`config.mk`:
```
export PLATFORM = sky130hd
export DESIGN_NAME = pc_fetch_stage
export DESIGN_NICKNAME = d
export VERILOG_FILES = /design/src/rtl/pc_fetch_stage.sv
export SDC_FILE = /design/constraint.sdc
export NUM_CORES = 1
export LEC_CHECK = 0
export BUFFER_PORTS_ARGS = -buffer_cell sky130_fd_sc_hd__buf_4
export CELL_PAD_IN_SITES_DETAIL_PLACEMENT = 0
export CELL_PAD_IN_SITES_GLOBAL_PLACEMENT = 1
export CORE_UTILIZATION = 30
export DETAILED_ROUTE_END_ITERATION = 8
export PLACE_DENSITY = 0.85
export SYNTH_ARGS = -nofsm -noshare
export SYNTH_HDL_FRONTEND = slang
export SYNTH_SLANG_ARGS = --single-unit
```
`constraint.sdc`:
```
create_clock -name clk -period 2.2 [get_ports clk]
set_input_delay 0.11 -clock clk [delete_from_list [all_inputs] [get_ports clk]]
set_output_delay 0.11 -clock clk [all_outputs]
set_load 0.02 [all_outputs]
```
`src/rtl/pc_fetch_stage.sv`:
```
// IF stage: PC register, next-PC selection (pc+4/branch/jump/jr) and the IF/ID pipeline latch.
// Optional misaligned-jr trap enabled by defining PC_ALIGN_CHECK_EN.
module pc_fetch_stage #(
  parameter logic [31:0] RESET_PC   = 32'h0000_0000,
  parameter logic [31:0] EXC_VECTOR = 32'h8000_0180,
  parameter logic [31:0] NOP_INSTR  = 32'h0000_0000
) (
  input  logic        clk,
  input  logic        reset,
  output logic [31:0] imem_addr,
  input  logic [31:0] imem_rdata,
  input  logic        stall,
  input  logic        branch_taken,
  input  logic [31:0] branch_target,
  input  logic        jump,
  input  logic [31:0] jump_addr,
  input  logic        jr,
  input  logic [31:0] jr_target,
  output logic [31:0] pc,
  output logic [31:0] ifid_instr,
  output logic [31:0] ifid_pcp4,
  output logic        ifid_valid,
  output logic        misalign_exc
);

  logic [31:0] r_pc;
  logic [31:0] r_ifid_instr;
  logic [31:0] r_ifid_pcp4;
  logic        r_ifid_valid;
  logic [31:0] w_pcp4;
  logic [31:0] w_jr_target;
  logic [31:0] w_next_pc;
  logic        w_redirect;
  logic        w_misalign;

  assign w_pcp4     = r_pc + 32'd4;
  assign w_redirect = branch_taken | jump | jr;

`ifdef PC_ALIGN_CHECK_EN
  logic r_misalign;

  assign w_misalign  = jr & (jr_target[1:0] != 2'b00);
  assign w_jr_target = jr_target;

  always_ff @(posedge clk) begin
    if (reset) r_misalign <= 1'b0;
    else       r_misalign <= w_misalign;
  end

  assign misalign_exc = r_misalign;
`else
  // Without the trap, a misaligned jr simply drops its low address bits.
  assign w_misalign   = 1'b0;
  assign w_jr_target  = jr_target & 32'hFFFF_FFFC;
  assign misalign_exc = 1'b0;
`endif

  always_comb begin
    w_next_pc = w_pcp4;
    if (w_misalign)        w_next_pc = EXC_VECTOR;
    else if (jr)           w_next_pc = w_jr_target;
    else if (jump)         w_next_pc = jump_addr;
    else if (branch_taken) w_next_pc = branch_target;
    else if (stall)        w_next_pc = r_pc;
  end

  // IF -> ID boundary: a redirect flushes the wrong-path fetch even while stalled
  always_ff @(posedge clk) begin
    if (reset) begin
      r_pc         <= RESET_PC;
      r_ifid_instr <= NOP_INSTR;
      r_ifid_pcp4  <= 32'd0;
      r_ifid_valid <= 1'b0;
    end else if (w_redirect) begin
      r_pc         <= w_next_pc;
      r_ifid_instr <= NOP_INSTR;
      r_ifid_pcp4  <= w_pcp4;
      r_ifid_valid <= 1'b0;
    end else if (!stall) begin
      r_pc         <= w_next_pc;
      r_ifid_instr <= imem_rdata;
      r_ifid_pcp4  <= w_pcp4;
      r_ifid_valid <= 1'b1;
    end
  end

  assign pc         = r_pc;
  assign imem_addr  = r_pc;
  assign ifid_instr = r_ifid_instr;
  assign ifid_pcp4  = r_ifid_pcp4;
  assign ifid_valid = r_ifid_valid;

endmodule

```
==> impl_metrics.json, run 1 <==
{
  "finalClockSkew_ps": 5.061,
  "cp_max_fo": 7,
  "syn_to_final_growth_pct": 51.28,
  "post-synth-top-count-cell": "dfxtp_1",
  "wl_met3_um": 1477,
  "dr.first_iter.drc_count": 347,
  "ys_top_cells_by_area": "dfxtp_1 37%, mux2i_1 8.1%, nor2_1 6.6%",
  "cts_root_buf": "clkbuf_16",
  "drive_above_1_share_pct": 37.15,
  "crit_path_frequent_cell": "a211oi_1",
  "synth_edf_count": 0,
  "slowest_stage": "dfxtp_1",
  "initial_core_util_pct": 31.11,
  "synth_cell_types": 56,
  "htreeDepth": 3,
  "worstSetupPathType": "reg -> reg",
  "avgSynthCellArea_um2": 8.289,
  "cts_setup_buffers": 0,
  "syn_area_mm2": 0.005214,
  "fillers": 1691,
  "hold_viol_final": 0,
  "critPathBufInv": 0,
  "synthCells": 629,
  "num_vias": 5543,
  "final_cells": 1111,
  "ys.flop_type": "dfxtp_1",
  "place.detailed.hpwl_um": 14030,
  "outcome": "completed",
  "post_drt_wl_per_cell_um": 17.27,
  "gp_congestion": 0.7774,
  "max_stage_delay_ps": 450,
  "firstDrtPassIters": 5,
  "grt_first_pass_wirelength_um": 28990,
  "max-cap-violations": 0,
  "wl_um": 19180,
  "portBuffers": 260,
  "yosysSeqAreaShare_pct": 37.25,
  "dp.cells": 1063,
  "cts_buffer_depth": 2,
  "leakage_nw": 3.626,
  "setup_viol": 0,
  "antenna_found_initial": 0,
  "ios": 264,
  "tightest_slew_ps": 592.2,
  "path_cells": "ha_1 -> nand4_2 -> nor4_4 -> a211oi_1 -> a41o_1 -> a211oi_1",
  "die_area_mm2": 0.01791,
  "core_mm2": 0.01676,
  "syn_nets": 764,
  "grt_overflow": 0,
  "numCtsBuffers": 9,
  "cp.required_ps": 2470,
  "cts_tree": "built",
  "ys_warn_count": 0,
  "cp_data_arrival_time_ps": 2280,
  "finalPower_mw": 4.627,
  "die_h_um": 133.8,
  "ant_nets": 0,
  "crit_family": "simple AND/OR/NAND/NOR gates",
  "path_clk_slew_ps": 70,
  "grt_setup_unrepaired": "false",
  "topRoutingLayerUsed": "met4",
  "finalCritPeriodShare_pct": 91.53,
  "drc": 0,
  "end_kind": "flip-flop",
  "async_reset_ff_share_pct": 0,
  "ys_seq_elements": 97,
  "wl_met2_um": 9011,
  "drv_slew": 0,
  "fp-row-count": 47,
  "die_w_um": 133.8,
  "min_period_ps": 2014,
  "cts.sinks": 97,
  "ir_drop_v": 0.0003368,
  "fmax_ghz": 0.4966,
  "vias_per_cell": 4.989,
  "insertion_delay_ps": 350,
  "power.density_mw_per_mm2": 586.6,
  "grt_pass1_vias": 5178,
  "startpoint_type": "flip-flop",
  "synthTopCellsByCount": "97 x dfxtp_1, 92 x nor2_1, 42 x mux2i_1",
  "hold_class": "in -> reg",
  "antenna_cells": 0,
  "nets": 1021,
  "wl_met1_um": 8291,
  "final_core_util_pct": 47.06,
  "synthDominantAreaCellType": "dfxtp_1",
  "final.setup.tns_ps": 0,
  "grt_usage_pct": 20.93,
  "grt_max_degree": 38,
  "max_slew_margin_pct": 60.43,
  "yosys.area.top_type_share_pct": 37.25
}
[kinds of logic (layout without fill, tap and decap cells)]
kind of cell	after synthesis	after routing	synth area share [%]
other	1	1	0.07193
muxes	43	43	8.279
buffers and inverters	93	355	9.623
DFF	97	97	37.24
and+or+nand+nor	222	222	21.24
adders and majority gates	1	1	0.2399
xor gates and xnor gates	28	28	4.704
AOI/OAI and AO/OA	144	144	18.60
[where the power goes]
group	internal [mW]	switching (mW)
Sequential	1.84	0.0836
Clock	0.789	0.773
Combinational	0.555	0.582
Total	3.19	1.44
[stage by stage]
step	setup WS, ps	area [µm²]	hold slack (ps)
detailed placement	181.2	7281	309.6
finish	186.4	7888	10.02
global placement	242.7	7281	303.4
floorplan	267.4	5214	218.6
global route	16.83	7888	33.57
CTS	165.7	7888	5.513
[area by class of cell]
| cell class | count | area, µm² | share of cell area [%] |
|---|---|---|---|
| timing repair buffer | 332 | 2585 | 32.77 |
| clock buffer | 9 | 225.2 | 2.855 |
| clock inverter | 7 | 61.31 | 0.7773 |
| tap | 220 | 275.3 | 3.490 |
| sequential | 97 | 1942 | 24.62 |
| multi-input combinational | 439 | 2773 | 35.15 |
| inverter | 7 | 26.28 | 0.3331 |
[timing repair]
item | in CTS | in global routing
hold endpoints to repair | 32 | 0
resized for setup | 0 | 0
hold buffers | 32 | 0
[layout by cell type, fill, tap and decap left out, types with 10 or more instances in the layout]
master / synthesis / final
nor3_1: 16 / 16
buf_4: 36 / 299
a211oi_1: 38 / 38
nand3_1: 17 / 17
nand2_1: 39 / 38
and3_1: 13 / 13
xor2_1: 17 / 17
o22ai_1: 21 / 21
nand4_1: 10 / 10
a21oi_1: 19 / 19
dlygate4sd3_1: 0 / 32
nor2_1: 92 / 92
dfxtp_1: 97 / 97
o21ai_0: 33 / 33
mux2i_1: 42 / 42
xnor2_1: 11 / 11
[state kept, by name, indices dropped and copies added, names as in the netlist]
signal	flops
ifid_instr	32
ifid_pcp4	32
ifid_valid	1
imem_addr	32
[worst paths after layout]
kind | startpoint | end | slack (ps) | cells after the start
worst min-delay path | imem_rdata[19] | ifid_instr[19] | 10 | 3
worst max-delay path | imem_addr[3] | imem_addr[24] | 190 | 6
worst min register to register | ifid_valid | ifid_valid | 460 | 2
worst max register to register | imem_addr[3] | imem_addr[24] | 190 | 6
[per-layer routing]
metal  vias up  track usage [%]
li1       2737                -
met1      2581            27.60
met2       202            34.00
met3        23            4.308
met4         0            6.818
met5         -                0
[worst min-delay path: cells and delay by family]
family | cells | cell delay (ps)
simple gates | 1 | 80
buf+inv | 1 | 70
mux | 1 | 50
Note: power is estimated with default switching activity, not from simulation.
==> run 2: changes to the inputs <==
--- a/config.mk
+++ b/config.mk
@@ -10,7 +10,8 @@
 export CELL_PAD_IN_SITES_GLOBAL_PLACEMENT = 1
 export CORE_UTILIZATION = 30
 export DETAILED_ROUTE_END_ITERATION = 8
-export PLACE_DENSITY = 0.85
+export PLACE_DENSITY = 0.79
+export REMOVE_ABC_BUFFERS = 1
 export SYNTH_ARGS = -nofsm -noshare
 export SYNTH_HDL_FRONTEND = slang
 export SYNTH_SLANG_ARGS = --single-unit
==> run 2 against run 1 <==
  * Total power is 1.4% higher
  * Cell area down 0.57%
  * Global-route usage up 0.38 points
  * Sequential power about the same
  * Critical path type unchanged
==> impl_metrics.json, run 2 (synthesized netlist as in run 1, its figures left out) <==
{
  "r2r_start": "imem_addr[3]",
  "hold_class": "in -> reg",
  "drc": 0,
  "fp-row-count": 47,
  "leakage_nw": 3.600,
  "grt_first_pass_wirelength_um": 29410,
  "power.density_mw_per_mm2": 598.3,
  "whs_endpoint": "ifid_instr[26]",
  "worstSetupPathType": "reg -> reg",
  "die_h_um": 133.8,
  "syn_to_final_growth_pct": 50.42,
  "firstDrtPassIters": 4,
  "tightest_slew_ps": 566.0,
  "critPathBufInv": 0,
  "max-cap-violations": 0,
  "hold_depth": 3,
  "path_cells": "ha_1 -> nand4_2 -> nor4_4 -> a211oi_1 -> a41o_1 -> a211oi_1",
  "ant_nets": 0,
  "end_kind": "flip-flop",
  "max_stage_delay_ps": 440,
  "grt_pass1_vias": 5370,
  "core_mm2": 0.01676,
  "dr.first_iter.drc_count": 275,
  "cts_tree": "built",
  "wl_um": 19150,
  "htreeDepth": 3,
  "final_core_util_pct": 46.79,
  "antenna_found_initial": 0,
  "post_drt_wl_per_cell_um": 17.36,
  "grt_setup_unrepaired": "false",
  "crit_family": "simple AND/OR/NAND/NOR gates",
  "r2r_cells": 6,
  "layout_commonest_cell": "buf_4",
  "grt_overflow": 0,
  "critical_path_depth": 6,
  "portBuffers": 260,
  "finalCritPeriodShare_pct": 88.34,
  "setup_viol": 0,
  "insertion_delay_ps": 350,
  "numCtsBuffers": 9,
  "startpoint_type": "flip-flop",
  "outcome": "completed",
  "place.detailed.hpwl_um": 14030,
  "num_vias": 5472,
  "dp_worst_setup_slack_ps": 259.0,
  "setup.worst_path.start": "imem_addr[3]",
  "nets": 1013,
  "hold_viol_final": 0,
  "cts.sinks": 97,
  "min_from": "imem_rdata[26]",
  "final.setup.tns_ps": 0,
  "fillers": 1661,
  "slowest_stage": "nor4_4",
  "grt_max_degree": 52,
  "fmax_ghz": 0.5145,
  "rr_endpoint": "imem_addr[24]",
  "max_slew_margin_pct": 62.26,
  "antenna_cells": 0,
  "gp_congestion": 0.8005,
  "cts_buffer_depth": 2,
  "die_w_um": 133.8,
  "die_area_mm2": 0.01791,
  "cp.required_ps": 2470,
  "ff2ff_setup_slack_ps": 260,
  "cts_resized": 0,
  "path_clk_slew_ps": 70,
  "cts_root_buf": "clkbuf_16",
  "initial_core_util_pct": 31.11,
  "ios": 264,
  "drive_above_1_share_pct": 37.26,
  "drv_slew": 0,
  "crit_path_frequent_cell": "a211oi_1",
  "ir_drop_v": 0.0003624,
  "cp_data_arrival_time_ps": 2210,
  "finalClockSkew_ps": 9.038,
  "fin_ws_ps": 256.5,
  "grt_usage_pct": 21.31,
  "layout_common_cells": "296 x buf_4, 97 x dfxtp_1, 92 x nor2_1, 42 x mux2i_1",
  "vias_per_cell": 4.961,
  "cts_setup_buffers": 0,
  "min_period_ps": 1943,
  "cp_max_fo": 7
}
## run 2: worst max path at each step
stage / to / slack, ps
floorplan: imem_addr[21] / -300
global placement: imem_addr[24] / 320
detailed placement: imem_addr[24] / 260
CTS: imem_addr[24] / 240
global route: ifid_pcp4[24] / 70
finish: imem_addr[24] / 260
## run 2: through the flow
| step | cells | hold slack, ps | power, mW | cell area, µm² |
|---|---|---|---|---|
| 2_1_floorplan | 543 | 174.6 | 2.432 | 4738 |
| 3_3_place_gp | 1061 | 311.0 | 3.055 | 7278 |
| 3_5_place_dp | 1061 | 316.3 | 3.062 | 7278 |
| 4_1_cts | 1103 | 0.5020 | 4.760 | 7843 |
| 5_1_grt | 1103 | 4.250 | 4.917 | 7843 |
| 6_report | 1103 | 9.066 | 4.692 | 7843 |
## run 2: worst min-delay path, stage by stage
cell and delay (ps):
buf_4 80, mux2i_1 50, nor2_1 80
## run 2: area by class of cell
class	instances	area (µm²)	share of cell area, %
flip-flops and latches	97	1942	24.76
clock inverters	7	78.83	1.005
well taps	220	275.3	3.510
inverters	7	26.28	0.3350
repair buffers	324	2522	32.16
clock buffers	9	225.2	2.872
multi-input cells	439	2773	35.35
## run 2: layer usage
layer  share of wire [%]  up-vias  track usage (%)
li1                    -     2718                -
met1                  41     2495            25.50
met5                   0        -                0
met2                  47      235            36.36
met4                 1.8        0            6.881
met3                 9.6       24            6.311
## run 2: power breakdown
group,switching (mW),internal [mW]
clock,0.748,0.893
combinational,0.578,0.550
sequential,0.0790,1.85
## run 2: timing repair
item | in CTS | in global routing
endpoints found under the setup margin | 0 | 0
hold endpoints to repair | 26 | 0
hold buffers | 26 | 0
==> run 3: changes to the inputs <==
--- a/config.mk
+++ b/config.mk
@@ -8,9 +8,9 @@
 export BUFFER_PORTS_ARGS = -buffer_cell sky130_fd_sc_hd__buf_4
 export CELL_PAD_IN_SITES_DETAIL_PLACEMENT = 0
 export CELL_PAD_IN_SITES_GLOBAL_PLACEMENT = 1
-export CORE_UTILIZATION = 30
+export CORE_UTILIZATION = 32
 export DETAILED_ROUTE_END_ITERATION = 8
-export PLACE_DENSITY = 0.79
+export PLACE_DENSITY = 0.83
 export REMOVE_ABC_BUFFERS = 1
 export SYNTH_ARGS = -nofsm -noshare
 export SYNTH_HDL_FRONTEND = slang
==> run 3 against run 2 <==
  * Die area fell by 6.2%
  * Final cell count fell by 0.45%
  * Core utilization rose by 2.8 points
  * Sequential share of layout area fell by 0.091 points
  * Critical endpoint unchanged
==> impl_metrics.json, run 3 (synthesized netlist as in run 1, its figures left out) <==
{
  "outcome": "completed",
  "worstSetupPathType": "reg -> reg",
  "die_area_mm2": 0.01681,
  "antenna_cells": 0,
  "crit_path_frequent_cell": "a211oi_1",
  "drv_slew": 0,
  "grt_usage_pct": 21.71,
  "place.detailed.hpwl_um": 13410,
  "min_from": "imem_rdata[17]",
  "initial_core_util_pct": 32.82,
  "startpoint_type": "flip-flop",
  "fmax_ghz": 0.5099,
  "path_cells": "ha_1 -> nand4_2 -> nor4_4 -> a211oi_1 -> a41o_1 -> a211oi_1",
  "die_h_um": 129.6,
  "grt_max_degree": 44,
  "power.density_mw_per_mm2": 634.4,
  "insertion_delay_ps": 350,
  "crit_family": "simple AND/OR/NAND/NOR gates",
  "drc": 0,
  "cts_setup_buffers": 0,
  "max_stage_delay_ps": 440,
  "cp_max_fo": 7,
  "ff2ff_setup_slack_ps": 240,
  "wl_um": 18530,
  "hold_depth": 3,
  "tightest_slew_ps": 536.6,
  "hold_viol_final": 0,
  "hold_class": "in -> reg",
  "critPathBufInv": 0,
  "r2r_cells": 6,
  "cts_tree": "built",
  "ir_drop_v": 0.0004276,
  "min_period_ps": 1961,
  "r2r_start": "imem_addr[3]",
  "grt_pass1_vias": 5254,
  "holdBufCountCts": 27,
  "ant_nets": 0,
  "drive_above_1_share_pct": 37.07,
  "cts_resized": 0,
  "cts_root_buf": "clkbuf_16",
  "antenna_found_initial": 0,
  "fp-row-count": 46,
  "numCtsBuffers": 9,
  "cts.sinks": 97,
  "leakage_nw": 3.625,
  "portBuffers": 260,
  "finalClockSkew_ps": 10.03,
  "layout_commonest_cell": "buf_4",
  "firstDrtPassIters": 5,
  "vias_per_cell": 5.007,
  "num_vias": 5498,
  "dpl_cell_area_mm2": 0.007233,
  "whs_endpoint": "ifid_instr[17]",
  "finalCritPeriodShare_pct": 89.14,
  "layout_common_cells": "296 x buf_4, 97 x dfxtp_1, 92 x nor2_1, 42 x mux2i_1",
  "grt_setup_unrepaired": "false",
  "ios": 264,
  "max_slew_margin_pct": 64.22,
  "finalPower_mw": 4.994,
  "dp.cells": 1055,
  "nets": 1012,
  "slowest_stage": "nor4_4",
  "cp_data_arrival_time_ps": 2220,
  "post_drt_wl_per_cell_um": 16.87,
  "max-cap-violations": 0,
  "gp_congestion": 0.7714,
  "final_design_area_no_fill_mm2": 0.007871,
  "die_w_um": 129.6,
  "fillers": 1593,
  "syn_to_final_growth_pct": 50.97,
  "dr.first_iter.drc_count": 254,
  "grt_first_pass_wirelength_um": 27790,
  "dp_worst_setup_slack_ps": 248.8,
  "grt_overflow": 0,
  "cts_buffer_depth": 2,
  "htreeDepth": 3,
  "core_mm2": 0.01589,
  "rr_endpoint": "imem_addr[24]",
  "end_kind": "flip-flop",
  "path_clk_slew_ps": 70,
  "final_cells": 1098,
  "setup_viol": 0,
  "cp.required_ps": 2460,
  "fin_ws_ps": 238.9
}
==> run 3: cell types whose count changed in the layout (fill, tap and decap cells not counted), sizes merged <==
cell | previous run | this run
bufinv | 1 | 4
clkinvlp | 3 | 0
buf | 298 | 296
clkinv | 1 | 3
inv | 9 | 7
dlygate4sd3 | 26 | 27
==> run 3: per-stage QoR <==
step	util (%)	setup TNS, ps	hold slack (ps)
after floorplan	-	-2785	174.6
after global placement	45.53	0	316.3
after detailed placement	45.53	0	318.1
after CTS	49.55	0	0.8380
after global routing	49.55	0	2.131
final	49.55	0	6.384
==> run 3: power breakdown <==
group          internal (mW)  switching [mW]  total, mW
registers               1.85          0.0855       1.93
logic                  0.544           0.568       1.11
clock network           1.23           0.722       1.95
==> run 3: layout make-up <==
| type | count | area, µm² | share of cell area, % |
|---|---|---|---|
| Sequential cell | 97 | 1942 | 24.67 |
| Inverter | 7 | 26.28 | 0.3338 |
| Clock inverter | 7 | 142.6 | 1.812 |
| Clock buffer | 9 | 225.2 | 2.861 |
| Timing Repair Buffer | 323 | 2492 | 31.66 |
| Multi-Input combinational cell | 439 | 2773 | 35.22 |
| Tap cell | 216 | 270.3 | 3.433 |
==> run 3: worst reg2reg max path, delay by kind of cell, from the launching register on <==
family                     cells  cell delay, ps
AOI/OAI and AO/OA              3             580
adders and majority gates      1             280
DFF                            1             390
and+or+nand+nor                2             640
==> run 3: per-layer routing <==
metal	GRT usage [%]	wire length, µm	vias up	part of all wire [%]
li1	-	-	2719	-
met2	38.03	8823	208	48
met5	0	0	-	0
met1	25.82	7961	2560	43
met4	4.583	145	0	0.78
met3	6.978	1597	11	8.6
==> run 3: worst max-delay path by stage <==
stage / depth (start not counted) / slack [ps] / startpoint / endpoint
floorplan: 5 / -300 / branch_taken / imem_addr[21]
global placement: 6 / 290 / imem_addr[3] / imem_addr[24]
detailed placement: 6 / 250 / imem_addr[3] / ifid_pcp4[24]
CTS: 6 / 230 / imem_addr[3] / ifid_pcp4[24]
global route: 6 / 60 / imem_addr[3] / imem_addr[24]
finish: 6 / 240 / imem_addr[3] / imem_addr[24]
